<file path="config.mk">
export PLATFORM = sky130hd
export DESIGN_NAME = imem_port_arbiter_flat
export DESIGN_NICKNAME = d
export VERILOG_FILES = /design/src/rtl/imem_port_arbiter_if.sv /design/src/rtl/imem_port_arbiter.sv /design/src/flat_wrapper.sv
export SDC_FILE = /design/constraint.sdc
export NUM_CORES = 1
export LEC_CHECK = 0
export ABC_AREA = 1
export BUFFER_PORTS_ARGS = -buffer_cell sky130_fd_sc_hd__buf_4
export CAP_MARGIN = 10
export CORE_AREA = 2 2 118 120
export CTS_CLUSTER_SIZE = 25
export DETAILED_ROUTE_END_ITERATION = 16
export DIE_AREA = 0 0 120 122
export GPL_TIMING_DRIVEN = 1
export SYNTH_ARGS = -nofsm -noshare
export SYNTH_HDL_FRONTEND = slang
export SYNTH_SLANG_ARGS = --single-unit
</file>
<file path="constraint.sdc">
create_clock -name clk -period 2.3 [get_ports clk]
set_input_delay 0.115 -clock clk [delete_from_list [all_inputs] [get_ports clk]]
set_output_delay 0.115 -clock clk [all_outputs]
set_load 0.1 [all_outputs]
</file>
<file path="src/rtl/imem_port_arbiter_if.sv">
`default_nettype none
// +----------------------------------------------------------------------------+
// | imem_port_arbiter_if                                                       |
// | Request/grant/read-valid bus used by each instruction-memory requester     |
// | and by the shared memory port.                                             |
// | Revision: 1.0                                                              |
// +----------------------------------------------------------------------------+
interface imem_port_arbiter_if #(
    parameter int ADDR_W = 32,
    parameter int DATA_W = 32
);
    logic              req;
    logic              we;
    logic [ADDR_W-1:0] addr;
    logic [DATA_W-1:0] wdata;
    logic              gnt;
    logic              rvalid;
    logic [DATA_W-1:0] rdata;

    modport master (
        output req, we, addr, wdata,
        input  gnt, rvalid, rdata
    );

    modport slave (
        input  req, we, addr, wdata,
        output gnt, rvalid, rdata
    );
endinterface
`default_nettype wire

</file>
<file path="src/rtl/imem_port_arbiter.sv">
`default_nettype none
// +----------------------------------------------------------------------------+
// | imem_port_arbiter                                                          |
// | Shares one instruction-memory port between CPU fetch (m0) and the          |
// | loader/debug master (m1); one access in flight, 1-cycle read latency.      |
// | Build option: IMEM_ARB_RR_EN selects round-robin tie-breaking, otherwise   |
// | m0 has fixed priority.                                                     |
// | Revision: 1.0                                                              |
// +----------------------------------------------------------------------------+
module imem_port_arbiter #(
    parameter int ADDR_W = 32,
    parameter int DATA_W = 32
) (
    input  wire logic              clk,
    input  wire logic              rst_n,
    imem_port_arbiter_if.slave     m0,
    imem_port_arbiter_if.slave     m1,
    imem_port_arbiter_if.master    mem
);

    typedef enum logic [1:0] {
        IDLE  = 2'd0,
        ISSUE = 2'd1,
        RESP  = 2'd2
    } state_t;

    state_t            r_state;
    state_t            w_state_nxt;
    logic              r_owner;
    logic              r_last_winner;
    logic              r_rd_pending;
    logic              r_m0_rvalid;
    logic              r_m1_rvalid;
    logic [DATA_W-1:0] r_m0_rdata;
    logic [DATA_W-1:0] r_m1_rdata;

    logic              w_any_req;
    logic              w_winner;
    logic              w_live;
    logic              w_issue;
    logic              w_we;
    logic              w_arb;
    logic              w_capture;

    assign w_any_req = m0.req | m1.req;

`ifdef IMEM_ARB_RR_EN
    assign w_winner = (m0.req & m1.req) ? ~r_last_winner : (m1.req & ~m0.req);
    logic w_unused;
    assign w_unused = &{1'b0, m0.we, m0.wdata, mem.gnt, mem.rvalid};
`else
    assign w_winner = ~m0.req;
    // Tie history is kept so both builds share one register map.
    logic w_unused;
    assign w_unused = &{1'b0, m0.we, m0.wdata, mem.gnt, mem.rvalid, r_last_winner};
`endif

    assign w_live    = r_owner ? m1.req : m0.req;
    assign w_we      = r_owner & m1.we;
    assign w_issue   = (r_state == ISSUE) & w_live;
    assign w_arb     = ((r_state == IDLE) | (r_state == RESP)) & w_any_req;
    assign w_capture = (r_state == RESP) & r_rd_pending;

    always_comb begin
        w_state_nxt = r_state;
        mem.req     = 1'b0;
        mem.we      = 1'b0;
        mem.addr    = '0;
        mem.wdata   = '0;
        m0.gnt      = 1'b0;
        m1.gnt      = 1'b0;
        case (r_state)
            IDLE: begin
                if (w_any_req) w_state_nxt = ISSUE;
            end
            ISSUE: begin
                if (w_live) begin
                    mem.req     = 1'b1;
                    mem.we      = w_we;
                    mem.addr    = r_owner ? m1.addr : m0.addr;
                    mem.wdata   = r_owner ? m1.wdata : '0;
                    m0.gnt      = ~r_owner;
                    m1.gnt      = r_owner;
                    w_state_nxt = RESP;
                end else begin
                    // Requester withdrew before being granted: abort quietly.
                    w_state_nxt = IDLE;
                end
            end
            RESP: begin
                w_state_nxt = w_any_req ? ISSUE : IDLE;
            end
            default: w_state_nxt = IDLE;
        endcase
    end

    always_ff @(posedge clk or negedge rst_n) begin
        if (!rst_n) begin
            r_state       <= IDLE;
            r_owner       <= 1'b0;
            r_last_winner <= 1'b1;
            r_rd_pending  <= 1'b0;
            r_m0_rvalid   <= 1'b0;
            r_m1_rvalid   <= 1'b0;
            r_m0_rdata    <= '0;
            r_m1_rdata    <= '0;
        end else begin
            r_state      <= w_state_nxt;
            r_rd_pending <= w_issue & ~w_we;
            r_m0_rvalid  <= w_capture & ~r_owner;
            r_m1_rvalid  <= w_capture & r_owner;
            if (w_arb)                 r_owner       <= w_winner;
            if (w_issue)               r_last_winner <= r_owner;
            if (w_capture & ~r_owner)  r_m0_rdata    <= mem.rdata;
            if (w_capture & r_owner)   r_m1_rdata    <= mem.rdata;
        end
    end

    assign m0.rvalid = r_m0_rvalid;
    assign m0.rdata  = r_m0_rdata;
    assign m1.rvalid = r_m1_rvalid;
    assign m1.rdata  = r_m1_rdata;

endmodule
`default_nettype wire

</file>
<file path="src/flat_wrapper.sv">
// flat-port wrapper written by rule: the top's interface ports become plain ports
module imem_port_arbiter_flat 
#(
    parameter int ADDR_W = 32,
    parameter int DATA_W = 32
)
  (clk, rst_n, m0_req, m0_we, m0_addr, m0_wdata, m0_gnt, m0_rvalid, m0_rdata, m1_req, m1_we, m1_addr, m1_wdata, m1_gnt, m1_rvalid, m1_rdata, mem_req, mem_we, mem_addr, mem_wdata, mem_gnt, mem_rvalid, mem_rdata);
  imem_port_arbiter_if #(.ADDR_W(ADDR_W), .DATA_W(DATA_W)) m0_i ();
  imem_port_arbiter_if #(.ADDR_W(ADDR_W), .DATA_W(DATA_W)) m1_i ();
  imem_port_arbiter_if #(.ADDR_W(ADDR_W), .DATA_W(DATA_W)) mem_i ();
  input  wire logic clk;
  input  wire logic rst_n;
  input wire logic [$bits(m0_i.req)-1:0] m0_req;
  input wire logic [$bits(m0_i.we)-1:0] m0_we;
  input wire logic [$bits(m0_i.addr)-1:0] m0_addr;
  input wire logic [$bits(m0_i.wdata)-1:0] m0_wdata;
  output wire logic [$bits(m0_i.gnt)-1:0] m0_gnt;
  output wire logic [$bits(m0_i.rvalid)-1:0] m0_rvalid;
  output wire logic [$bits(m0_i.rdata)-1:0] m0_rdata;
  input wire logic [$bits(m1_i.req)-1:0] m1_req;
  input wire logic [$bits(m1_i.we)-1:0] m1_we;
  input wire logic [$bits(m1_i.addr)-1:0] m1_addr;
  input wire logic [$bits(m1_i.wdata)-1:0] m1_wdata;
  output wire logic [$bits(m1_i.gnt)-1:0] m1_gnt;
  output wire logic [$bits(m1_i.rvalid)-1:0] m1_rvalid;
  output wire logic [$bits(m1_i.rdata)-1:0] m1_rdata;
  output wire logic [$bits(mem_i.req)-1:0] mem_req;
  output wire logic [$bits(mem_i.we)-1:0] mem_we;
  output wire logic [$bits(mem_i.addr)-1:0] mem_addr;
  output wire logic [$bits(mem_i.wdata)-1:0] mem_wdata;
  input wire logic [$bits(mem_i.gnt)-1:0] mem_gnt;
  input wire logic [$bits(mem_i.rvalid)-1:0] mem_rvalid;
  input wire logic [$bits(mem_i.rdata)-1:0] mem_rdata;
  assign m0_i.req = m0_req;
  assign m0_i.we = m0_we;
  assign m0_i.addr = m0_addr;
  assign m0_i.wdata = m0_wdata;
  assign m0_gnt = m0_i.gnt;
  assign m0_rvalid = m0_i.rvalid;
  assign m0_rdata = m0_i.rdata;
  assign m1_i.req = m1_req;
  assign m1_i.we = m1_we;
  assign m1_i.addr = m1_addr;
  assign m1_i.wdata = m1_wdata;
  assign m1_gnt = m1_i.gnt;
  assign m1_rvalid = m1_i.rvalid;
  assign m1_rdata = m1_i.rdata;
  assign mem_req = mem_i.req;
  assign mem_we = mem_i.we;
  assign mem_addr = mem_i.addr;
  assign mem_wdata = mem_i.wdata;
  assign mem_i.gnt = mem_gnt;
  assign mem_i.rvalid = mem_rvalid;
  assign mem_i.rdata = mem_rdata;
  imem_port_arbiter #(.ADDR_W(ADDR_W), .DATA_W(DATA_W)) u_core (.clk(clk), .rst_n(rst_n), .m0(m0_i), .m1(m1_i), .mem(mem_i));
endmodule
</file>
* Word-level counts from Yosys, hierarchy flattened
Cells that the tools add are included.
Operators by class: eq/ne operators 3, multiplexer cells 19, bitwise logic cells 12, reductions and logical operators 1
Operators with widths (count):
- $mux 32 | 6
- $mux 1 | 10
- $and 1x1->1 | 7
- $pmux 2 s3 | 1
- $mux 2 | 2
- $not 1->1 | 3
- $eq 2x1->1 const B | 1
- $eq 2x2->1 const B | 1
- $logic_not 2->1 | 1
- $ne 2x1->1 const B | 1
- $or 1x1->1 | 2
Storage, ports and cells: register bits 70, output and inout bits 134

* Longest topological paths before layout
Gate-level depths: netlist of run 1.
depth after elaboration 3, depth in mapped cells 7, gate-level depth less buffers 5

* Worst setup path after synthesis of run 1
OpenSTA, ideal clock, no wires.
path type flip-flop to output port, from register u_core.r_owner, to output port mem_addr[10], arrival 2.196 ns, data required time 2.185 ns, path slack -0.011 ns, cell stages (with the launch flop) 6, path through dfrtp_1 buf_2 inv_1 clkbuf_1 a21oi_1 nor2_1
On the way: word-level cells in the longest chain between the ends 3
RTL lines:
- start: declaration | line imem_port_arbiter.sv:29 | logic r_owner;
- start signal: assignment | line imem_port_arbiter.sv:112 | if (w_arb) r_owner <= w_winner;
- $mux 32 / $mux 1 (equally long branches) | line imem_port_arbiter.sv:80, imem_port_arbiter.sv:58
- $mux 32 (*) | line imem_port_arbiter.sv:77 | if (w_live) begin
- $mux 32 (*) | line imem_port_arbiter.sv:72 | case (r_state)
- end: declaration | line flat_wrapper.sv:29 | output wire logic [$bits(mem_i.addr)-1:0] mem_addr;
Mark *: on every way between the ends. The rest lies on a longest branch, timed or not.

* Worst setup path after layout of run 1
from register u_core.r_owner, to output port mem_addr[14]
The elaborated chain is that of the path after synthesis.

==> results.md, run 1 <==
- Hold depth: 3
- Fill count: 1397
- CP arrival: 1.88 ns
- Register share of total power: 0.210
- Max Freq: 501 MHz
- # IOs: 302
- CTS tree: yes
- Crit path max-delay family: flip-flops
- RR Endpoint: u_core.m0.rdata[21]$_DFFE_PN0P_
- Min cycle time layout: 2.00 ns
- Antenna Diode Count: 0
- Clock-pin transition on the worst setup and hold timing paths: 0.06 ns
- Root Buffer: clkbuf_16
- DP Wirelength: 9.06 mm
- Crit Path Class: reg2out
- Sink Count: 70
- Placed cell count: 940
- Die Width: 120 um
- Grt ovf: 0
- Layout cell share with drive strength beyond 1: 0.390
- Hold/Removal Path Class: in2reg
- Setup TNS: 0 ns
- Finished Layout Cells: 956
- Routed WL: 12.3 mm
- Synth Register Bits: 70
- Antenna-violating nets left: 0
- Num CTS Buffers: 9
- Starting Density: 0.270
- Global placement routability congestion: 0.729
- Max Cap Viol: 0
- Avg Cell Area, Syn: 7.08 um2
- Post-synthesis instance total: 515
- Status: complete, no violations
- Drt wl/cell: 12.9 um
- # nets final: 940
- Worst EP required: 2.18 ns
- Critical-path cell list: nand2_1, o21ai_1, nand2_2, buf_12, nor2_1, buf_4
- Bufs on Longest Clock Path: 2
- Crit-path max FO: 36
- Worst r2r src: u_core.r_state[0]$_DFFE_PN0P_
- Crit end category: output pin
- Vias: 4038
- Drt first-iter violations: 184
- Switching pwr: 0.00595 W
- Die Area: 14600 um2
- Worst Max-Slew Pin Slew: 0.588 ns
- Row Count: 43
- CTS H-tree depth: 3
- Die Y: 122 um
- Pins over their slew limit: 0
- Setup slack, reg-to-reg: 0.74 ns
- Cts repair resizes: 0
- Worst reg-to-reg path cell count: 5
- Ys Warns: 0
- CP startpoint kind: flip-flop
- Skew-Pair Late Insertion Delay: 0.33 ns
- CORE AREA: 13500 um2
- Hold path start: mem_rdata[20]
- LEAKAGE: 3.57 nW
- Clock share of power: 0.148
- Sequential-to-total area share from yosys stat: 0.481
- Residual DRC: 0
- Design area: 6120 um2
- Placed Area: 5800 um2
- Drt pass-1 iters: 4
- CP bufs+invs: 2
- Area Overhead vs Synth: 67.9%
- Post-Syn Nets: 683
- First-pass GRT wire length: 18.9 mm
- RSZ-0062 raised after global routing: no
- Gr usage total: 0.160
- Net Sw Frac: 0.607
- Max-slew headroom: 0.608
- Mapped Area: 3640 um2
- Power density cells: 1600 nW/um2
- Slowest cell on crit path: dfrtp_2
- Largest stage delay on the critical path: 0.68 ns
- Endpoints failing setup: 0
- Logic pwr share: 0.642
- Final design utilization: 0.453
- WHS: 0.0283 ns
- Internal power: 0.00385 W
- Final hold vios: 0
- Hold Crit Endpoint: u_core.m1.rdata[20]$_DFFE_PN0P_
- Port bufs: 266
- Post-CTS Setup Bufs: 0
- VDD IR max: 0.000647 V
- Largest net degree at the start of global routing: 48
- Initial antenna violation count: 0
- Vias per Instance: 4.22
- Skew final: 0.00751 ns
- Vias in the first global route: 3809
- Period utilization: 0.867
- Synth cell types: 14
==> layout make-up <==
cell class,count,area [um2],share of cell area
clock buffers,9,225,0.0368
clock inverters,6,86.3,0.0141
inverters,73,274,0.0448
multi-input cells,338,1420,0.231
flip-flops and latches,70,1750,0.286
well taps,180,225,0.0368
repair buffers,280,2140,0.350
==> synthesized netlist by cell type (all sizes together) <==
library cell / count / area share
buf: 33 / 0.060
nor2: 71 / 0.074
o21ai: 2 / 0.0027
inv: 73 / 0.075
nand2: 168 / 0.17
clkbuf: 1 / 0.0010
nand3: 65 / 0.089
a21oi: 32 / 0.044
dfrtp: 70 / 0.48
==> through the flow <==
step	worst slack, ns	power [W]
2_1_floorplan	-0.0112	0.00693
3_3_place_gp	0.633	0.00836
3_5_place_dp	0.622	0.00840
4_1_cts	0.257	0.00989
5_1_grt	0.145	0.0102
6_report	0.305	0.00980
==> metal layers <==
metal  up-vias  track usage  wire [um]
met4         0       0.0331         99
met2       155        0.276       6130
li1       2063            -          -
met5         -            0          0
met3         8       0.0412        919
met1      1812        0.204       5150
==> cell usage in the layout (no fill, tap or decap) <==
cell,Yosys,routed
nand2_2,1,1
inv_6,0,1
o21ai_0,1,1
nand3_1,65,65
inv_2,0,1
buf_4,6,276
inv_1,73,72
clkinv_2,0,2
nor2_1,70,65
a21oi_1,32,32
clkinvlp_4,0,1
buf_12,0,3
dfrtp_1,70,69
nor2_2,1,5
o21ai_1,1,1
nor2_4,0,1
clkbuf_16,0,9
dfrtp_2,0,1
nand2_1,167,167
bufinv_16,0,2
dlygate4sd3_1,0,1
==> how the worst max path moves through the flow <==
stage | cells after the start | endpoint | slack, ns | start
after detailed placement | 6 | mem_addr[14] | 0.62 | u_core.r_owner$_DFFE_PN0P_
after global placement | 6 | mem_addr[3] | 0.63 | u_core.r_owner$_DFFE_PN0P_
after floorplan | 5 | mem_addr[4] | -0.01 | u_core.r_owner$_DFFE_PN0P_
after global routing | 6 | mem_addr[14] | 0.15 | u_core.r_owner$_DFFE_PN0P_
after CTS | 6 | mem_addr[14] | 0.26 | u_core.r_owner$_DFFE_PN0P_
final | 6 | mem_addr[14] | 0.30 | u_core.r_owner$_DFFE_PN0P_
==> flip-flops by register name, summed over array words and instances, names as in the netlist <==
name                 flops
u_core.r_state           2
u_core.m1.rvalid         1
u_core.m0.rvalid         1
u_core.m0.rdata         32
u_core.r_owner           1
u_core.m1.rdata         32
u_core.r_rd_pending      1
==> power groups by stage <==
stage / Sequential [W] / Clock [W] / Combinational, W
2_1_floorplan: 0.00567 / 0 / 0.00126
3_3_place_gp: 0.00206 / 0 / 0.00630
3_5_place_dp: 0.00207 / 0 / 0.00633
4_1_cts: 0.00206 / 0.00149 / 0.00633
5_1_grt: 0.00212 / 0.00155 / 0.00652
6_report: 0.00206 / 0.00145 / 0.00629
==> worst register-to-register path, delay by kind of cell, from the launching register on <==
kind,cells,cell delay (ns)
and+or+nand+nor,4,0.75
DFF,1,0.41
buffers and inverters,1,0.29
==> timing repair <==
action / CTS / global route
hold endpoints to repair: 45 / 0
hold buffers: 1 / 0
endpoints found under the setup margin: 0 / 0
==> kinds of logic (layout without fill, tap and decap cells) <==
| kind of cell | after synthesis | in the layout | share of synthesized area |
|---|---|---|---|
| flip-flops | 70 | 70 | 0.481 |
| buffers and inverters | 107 | 368 | 0.136 |
| AND/OR/NAND/NOR | 304 | 304 | 0.337 |
| AO/OA/AOI/OAI | 34 | 34 | 0.0467 |
Note: power is estimated with default switching activity, not from simulation.
==> run 2, diff against run 1 <==
==> constraint.sdc (replaced) <==
create_clock -name clk -period 2.4 [get_ports clk]
set_input_delay 0.12 -clock clk [delete_from_list [all_inputs] [get_ports clk]]
set_output_delay 0.12 -clock clk [all_outputs]
set_load 0.1 [all_outputs]
==> run 2 against run 1 <==
Compared with the run above: wire length is 1.5% lower; worst setup slack got worse by 0.085 ns; critical path depth fell by 2; cell area is 0.94% lower; register-to-register slack worse by 0.15 ns; non-clock buffer count fell by 1; core utilization is 0.43 points lower.
==> results.md, run 2 (same netlist as run 1, synthesis figures left out) <==
- Status: complete, no violations (unchanged)
- Skew-Pair Late Insertion Delay: 0.33 ns (about the same)
- Hold Crit Endpoint: u_core.m0.rdata[13]$_DFFE_PN0P_ (was u_core.m1.rdata[20]$_DFFE_PN0P_)
- Crit Path Class: reg2out (unchanged)
- Finished Layout Cells: 953 (was 956)
- Setup slack, reg-to-reg: 0.59 ns (was 0.74 ns)
- Largest stage delay on the critical path: 0.54 ns (was 0.68 ns)
- Period utilization: 0.908
- Port bufs: 266 (unchanged)
- Hold depth: 3 (unchanged)
- RR Endpoint: u_core.m0.rdata[22]$_DFFE_PN0P_ (was u_core.m0.rdata[21]$_DFFE_PN0P_)
- Min cycle time layout: 2.18 ns
- Drt pass-1 iters: 4 (unchanged)
- CTS H-tree depth: 3 (unchanged)
- Endpoints failing setup: 0 (unchanged)
- Initial antenna violation count: 0 (unchanged)
- Die Area: 14600 um2 (unchanged)
- Gr usage total: 0.159 (was 0.160)
- Final hold vios: 0 (unchanged)
- Hold path start: mem_rdata[13] (was mem_rdata[20])
- Placed cell count: 939 (was 940)
- Worst Max-Slew Pin Slew: 0.672 ns (was 0.588 ns)
- Layout cell share with drive strength beyond 1: 0.383 (was 0.390)
- DP Wirelength: 8.77 mm (was 9.06 mm)
- CP bufs+invs: 2 (unchanged)
- Residual DRC: 0 (unchanged)
- Row Count: 43 (unchanged)
- First-pass GRT wire length: 18.5 mm (was 18.9 mm)
- Drt wl/cell: 12.7 um (was 12.9 um)
- RSZ-0062 raised after global routing: no (unchanged)
- Die Y: 122 um (unchanged)
- Max Freq: 459 MHz
- Vias in the first global route: 3724 (was 3809)
- Vias: 4034 (was 4038)
- # nets final: 939 (was 940)
- CP arrival: 2.06 ns (was 1.88 ns)
- Skew final: 0.00541 ns (was 0.00751 ns)
- Cts repair resizes: 0 (unchanged)
- Antenna Diode Count: 0 (unchanged)
- # IOs: 302 (unchanged)
- Crit end category: output pin (unchanged)
- Num CTS Buffers: 9 (unchanged)
- Max Cap Viol: 0 (unchanged)
- Antenna-violating nets left: 0 (unchanged)
- Die Width: 120 um (unchanged)
- Fill count: 1397 (unchanged)
- Crit-path max FO: 37 (was 36)
- Tot Pwr: 0.00929 W (was 0.00980 W)
- Commonest non-fill, non-tap cell in the layout: buf_4 (unchanged)
- Worst r2r src: u_core.r_owner$_DFFE_PN0P_ (was u_core.r_state[0]$_DFFE_PN0P_)
- Hold/Removal Path Class: in2reg (unchanged)
- Global placement routability congestion: 0.758 (was 0.729)
- VDD IR max: 0.000655 V (was 0.000647 V)
- Area Overhead vs Synth: 66.4% (was 67.9%)
- Grt ovf: 0 (unchanged)
- Bufs on Longest Clock Path: 2 (unchanged)
- Pins over their slew limit: 0 (unchanged)
- Commonest non-fill, non-tap cells in the layout: 277 x buf_4, 167 x nand2_1, 72 x inv_1 (was 276 x buf_4, 167 x nand2_1, 72 x inv_1)
- Largest net degree at the start of global routing: 38 (was 48)
- Starting Density: 0.270 (unchanged)
- CTS tree: yes (unchanged)
- LEAKAGE: 3.55 nW (was 3.57 nW)
- Sink Count: 70 (unchanged)
- Setup TNS: 0 ns (unchanged)
- Clock-pin transition on the worst setup and hold timing paths: 0.05 ns (was 0.06 ns)
- Slowest cell on crit path: inv_2 (was dfrtp_2)
- Worst EP required: 2.28 ns (was 2.18 ns)
- Crit path max-delay family: buffers and inverters (was flip-flops)
- CORE AREA: 13500 um2 (unchanged)
- CP startpoint kind: flip-flop (unchanged)
- Power density cells: 1530 nW/um2 (was 1600 nW/um2)
- Routed WL: 12.1 mm (was 12.3 mm)
- Vias per Instance: 4.23 (was 4.22)
- Worst reg-to-reg path cell count: 4 (was 5)
- Max-slew headroom: 0.550 (was 0.608)
- Root Buffer: clkbuf_16 (unchanged)
- Critical-path cell list: inv_2, a21oi_1, nor2_1, buf_4 (was nand2_1, o21ai_1, nand2_2, buf_12, nor2_1, buf_4)
- Drt first-iter violations: 126 (was 184)
==> run 2: cell count changes in the layout (fill, tap and decap cells not counted), moves of 2 or more <==
cell / change
nor2_1: +4
nor2_2: -4
clkbuf_8: +3
buf_12: -2
clkinv_2: -2
==> run 2: power by group <==
| part | internal [W] | switching, W | leakage, nW |
|---|---|---|---|
| Sequential | 0.00167 | 0.000290 | 0.735 |
| Combinational | 0.00110 | 0.00490 | 2.67 |
| Clock | 0.000871 | 0.000462 | 0.147 |
| Total | 0.00364 | 0.00565 | 3.55 |
==> run 2: metrics by stage <==
stage | area (um2) | hold WS, ns | util | setup slack [ns]
floorplan | 3640 | -0.176 | - | 0.0838
global placement | 5760 | 0.111 | 0.426 | 0.540
detailed placement | 5760 | 0.110 | 0.426 | 0.555
CTS | 6060 | 0.0149 | 0.449 | 0.188
global route | 6060 | 0.0283 | 0.449 | 0.0197
finish | 6060 | 0.0280 | 0.449 | 0.220
==> run 2: metal layers <==
layer,vias to the layer above,track usage,part of all wire
li1,2058,-,-
met1,1815,0.202,0.44
met2,148,0.265,0.49
met3,13,0.0449,0.065
met4,0,0.0441,0.011
met5,-,0,0
==> run 2: tightest hold or removal path, cell delays in order <==
cell	delay [ns]
buf_4	0.08
nand3_1	0.06
nand2_1	0.06
==> run 2: worst max path at each step <==
stage / startpoint / endpoint / slack, ns / cells past startpoint
detailed placement: u_core.r_owner$_DFFE_PN0P_ / mem_addr[31] / 0.56 / 4
global route: u_core.r_owner$_DFFE_PN0P_ / mem_addr[23] / 0.02 / 5
CTS: u_core.r_owner$_DFFE_PN0P_ / mem_addr[31] / 0.19 / 4
finish: u_core.r_owner$_DFFE_PN0P_ / mem_addr[31] / 0.22 / 4
floorplan: u_core.r_owner$_DFFE_PN0P_ / mem_addr[10] / 0.08 / 5
global placement: u_core.r_owner$_DFFE_PN0P_ / mem_addr[31] / 0.54 / 4
==> run 2: what timing repair did <==
item                      CTS  global route
hold endpoints to repair   34             0
setup buffers               0             0
hold buffers                1             0
==> run 2: final cells by class <==
type,count,area (um2),area share
repair buffers,279,2110,0.348
flip-flops and latches,70,1750,0.289
multi-input cells,338,1410,0.232
inverters,73,274,0.0452
clock buffers,12,267,0.0440
well taps,180,225,0.0371
clock inverters,1,30.0,0.00495
==> run 3, diff against run 2 <==
--- a/config.mk
+++ b/config.mk
@@ -13,6 +13,7 @@
 export DETAILED_ROUTE_END_ITERATION = 16
 export DIE_AREA = 0 0 120 122
 export GPL_TIMING_DRIVEN = 1
+export REMOVE_ABC_BUFFERS = 1
 export SYNTH_ARGS = -nofsm -noshare
 export SYNTH_HDL_FRONTEND = slang
 export SYNTH_SLANG_ARGS = --single-unit
==> run 3 against run 2 <==
Compared with the run above: register-to-register slack improved by 0.32 ns; via count rose by 1.4%; largest power group unchanged; worst setup slack better by 0.19 ns; clock power is 9% higher; critical path depth is 2 higher; cell count up 0.42%; first-iteration DRC count grew 97%; core utilization rose by 0.43 points; combinational power is 0.7% higher; clock skew is 0.0011 ns higher; non-clock buffer count up 1; die area unchanged.
==> results.md, run 3 (same netlist as run 1, synthesis figures left out) <==
- CP startpoint kind: flip-flop (unchanged)
- CTS H-tree depth: 3 (unchanged)
- Setup slack, reg-to-reg: 0.91 ns (was 0.59 ns)
- Die Width: 120 um (unchanged)
- Worst EP required: 2.28 ns (about the same)
- Fill count: 1443 (was 1397)
- Drt first-iter violations: 248 (was 126)
- Die Y: 122 um (unchanged)
- Hold Crit Endpoint: u_core.m0.rdata[9]$_DFFE_PN0P_ (was u_core.m0.rdata[13]$_DFFE_PN0P_)
- Endpoints failing setup: 0 (unchanged)
- Power density cells: 1540 nW/um2 (was 1530 nW/um2)
- Largest net degree at the start of global routing: 49 (was 38)
- Tot Pwr: 0.00943 W (was 0.00929 W)
- Die Area: 14600 um2 (unchanged)
- Max Cap Viol: 0 (unchanged)
- Drt pass-1 iters: 5 (was 4)
- Status: complete, no violations (unchanged)
- Min cycle time layout: 1.99 ns (was 2.18 ns)
- Gr usage total: 0.165 (was 0.159)
- Crit end category: output pin (unchanged)
- Num CTS Buffers: 9 (unchanged)
- LEAKAGE: 3.58 nW (was 3.55 nW)
- # nets final: 940 (was 939)
- Worst Max-Slew Pin Slew: 0.624 ns (was 0.672 ns)
- # IOs: 302 (unchanged)
- Port bufs: 266 (unchanged)
- Global placement routability congestion: 0.732 (was 0.758)
- Root Buffer: clkbuf_16 (unchanged)
- Area Overhead vs Synth: 67.9% (was 66.4%)
- Initial antenna violation count: 0 (unchanged)
- VDD IR max: 0.000608 V (was 0.000655 V)
- CTS tree: yes (unchanged)
- Crit-path max FO: 19 (was 37)
- Drt wl/cell: 12.8 um (was 12.7 um)
- Max Freq: 503 MHz (was 459 MHz)
- Hold depth: 3 (unchanged)
- First-pass GRT wire length: 19.2 mm (was 18.5 mm)
- Period utilization: 0.828 (was 0.908)
- Max-slew headroom: 0.584 (was 0.550)
- RSZ-0062 raised after global routing: no (unchanged)
- Antenna Diode Count: 0 (unchanged)
- Cts repair resizes: 0 (unchanged)
- Antenna-violating nets left: 0 (unchanged)
- Skew-Pair Late Insertion Delay: 0.32 ns (was 0.33 ns)
- RR Endpoint: u_core.m1.rdata[30]$_DFFE_PN0P_ (was u_core.m0.rdata[22]$_DFFE_PN0P_)
- Vias per Instance: 4.28 (was 4.23)
- Sink Count: 70 (unchanged)
- Footprint of the multi-input gates: 1410 um2 (unchanged)
- Routed WL: 12.3 mm (was 12.1 mm)
- CORE AREA: 13500 um2 (unchanged)
- Pins over their slew limit: 0 (unchanged)
- Vias in the first global route: 3895 (was 3724)
- Bufs on Longest Clock Path: 2 (unchanged)
- Vias: 4092 (was 4034)
- Row Count: 43 (unchanged)
- CP arrival: 1.87 ns (was 2.06 ns)
- Starting Density: 0.270 (unchanged)
- Worst r2r src: u_core.r_owner$_DFFE_PN0P_ (unchanged)
- Commonest non-fill, non-tap cells in the layout: 277 x buf_4, 167 x nand2_1, 72 x inv_1 (unchanged)
- Hold/Removal Path Class: in2reg (unchanged)
- Hold path start: mem_rdata[9] (was mem_rdata[13])
- Commonest non-fill, non-tap cell in the layout: buf_4 (unchanged)
- Crit Path Class: reg2out (unchanged)
- Clock-pin transition on the worst setup and hold timing paths: 0.06 ns (was 0.05 ns)
- WHS: 0.0372 ns (was 0.0280 ns)
- DP Wirelength: 8.87 mm (was 8.77 mm)
- FF/Latch Area: 1750 um2 (unchanged)
- Final hold vios: 0 (unchanged)
- Layout cell share with drive strength beyond 1: 0.386 (was 0.383)
- Worst reg-to-reg path cell count: 5 (was 4)
- Residual DRC: 0 (unchanged)
- Grt ovf: 0 (unchanged)
- Skew final: 0.00650 ns (was 0.00541 ns)
[run 3: cell types whose count changed in the layout (fill, tap and decap cells not counted), sizes merged]
cell,delta
clkbuf,-1
bufinv,+1
clkinvlp,+1
buf,+1
clkinv,+2
[run 3: metal layers]
| layer | track usage | wire length (um) |
|---|---|---|
| met5 | 0 | 0 |
| met1 | 0.206 | 5130 |
| met3 | 0.0496 | 1060 |
| met2 | 0.278 | 5980 |
| met4 | 0.0404 | 114 |
[run 3: what timing repair did]
item | in CTS | in global routing
hold buffers | 1 | 0
setup endpoints to repair | 0 | 0
setup buffers | 0 | 0
endpoints found under the hold margin | 45 | 0
[run 3: layout make-up]
class                      instances  share of cell area
timing repair buffer             280               0.348
sequential                        70               0.286
multi-input combinational        338               0.230
inverter                          73              0.0448
clock buffer                      11              0.0413
tap                              180              0.0368
clock inverter                     5              0.0133
[run 3: power by group]
group	switching (W)	internal [W]	total, W	leakage [nW]
clock	0.000484	0.000966	0.00145	0.162
combinational	0.00493	0.00111	0.00604	2.68
sequential	0.000274	0.00167	0.00194	0.735
[run 3: worst max-delay path: stages, from the launching register on]
cell and delay (ns):
dfrtp_1 0.40, inv_1 0.07, nor2_2 0.14, nand2_2 0.24
buf_4 0.27, nor2_1 0.11, buf_4 0.30
[run 3: worst max path at each step]
stage,endpoint,from
floorplan,u_core.m0.rdata[0]$_DFFE_PN0P_,u_core.r_state[1]$_DFFE_PN0P_
global placement,mem_addr[24],u_core.r_state[0]$_DFFE_PN0P_
detailed placement,mem_addr[24],u_core.r_state[0]$_DFFE_PN0P_
CTS,mem_addr[24],u_core.r_state[0]$_DFFE_PN0P_
global route,mem_addr[3],u_core.r_state[0]$_DFFE_PN0P_
finish,mem_addr[24],u_core.r_state[0]$_DFFE_PN0P_
[run 3: per-stage QoR]
| step | util | instance area, um2 | std cells | setup slack [ns] | setup TNS (ns) |
|---|---|---|---|---|---|
| floorplan | - | 3420 | 481 | -1.55 | -194.58 |
| global placement | 0.428 | 5780 | 940 | 0.725 | 0 |
| detailed placement | 0.428 | 5780 | 940 | 0.734 | 0 |
| CTS | 0.453 | 6120 | 957 | 0.368 | 0 |
| global route | 0.453 | 6120 | 957 | 0.210 | 0 |
| finish | 0.453 | 6120 | 957 | 0.414 | 0 |
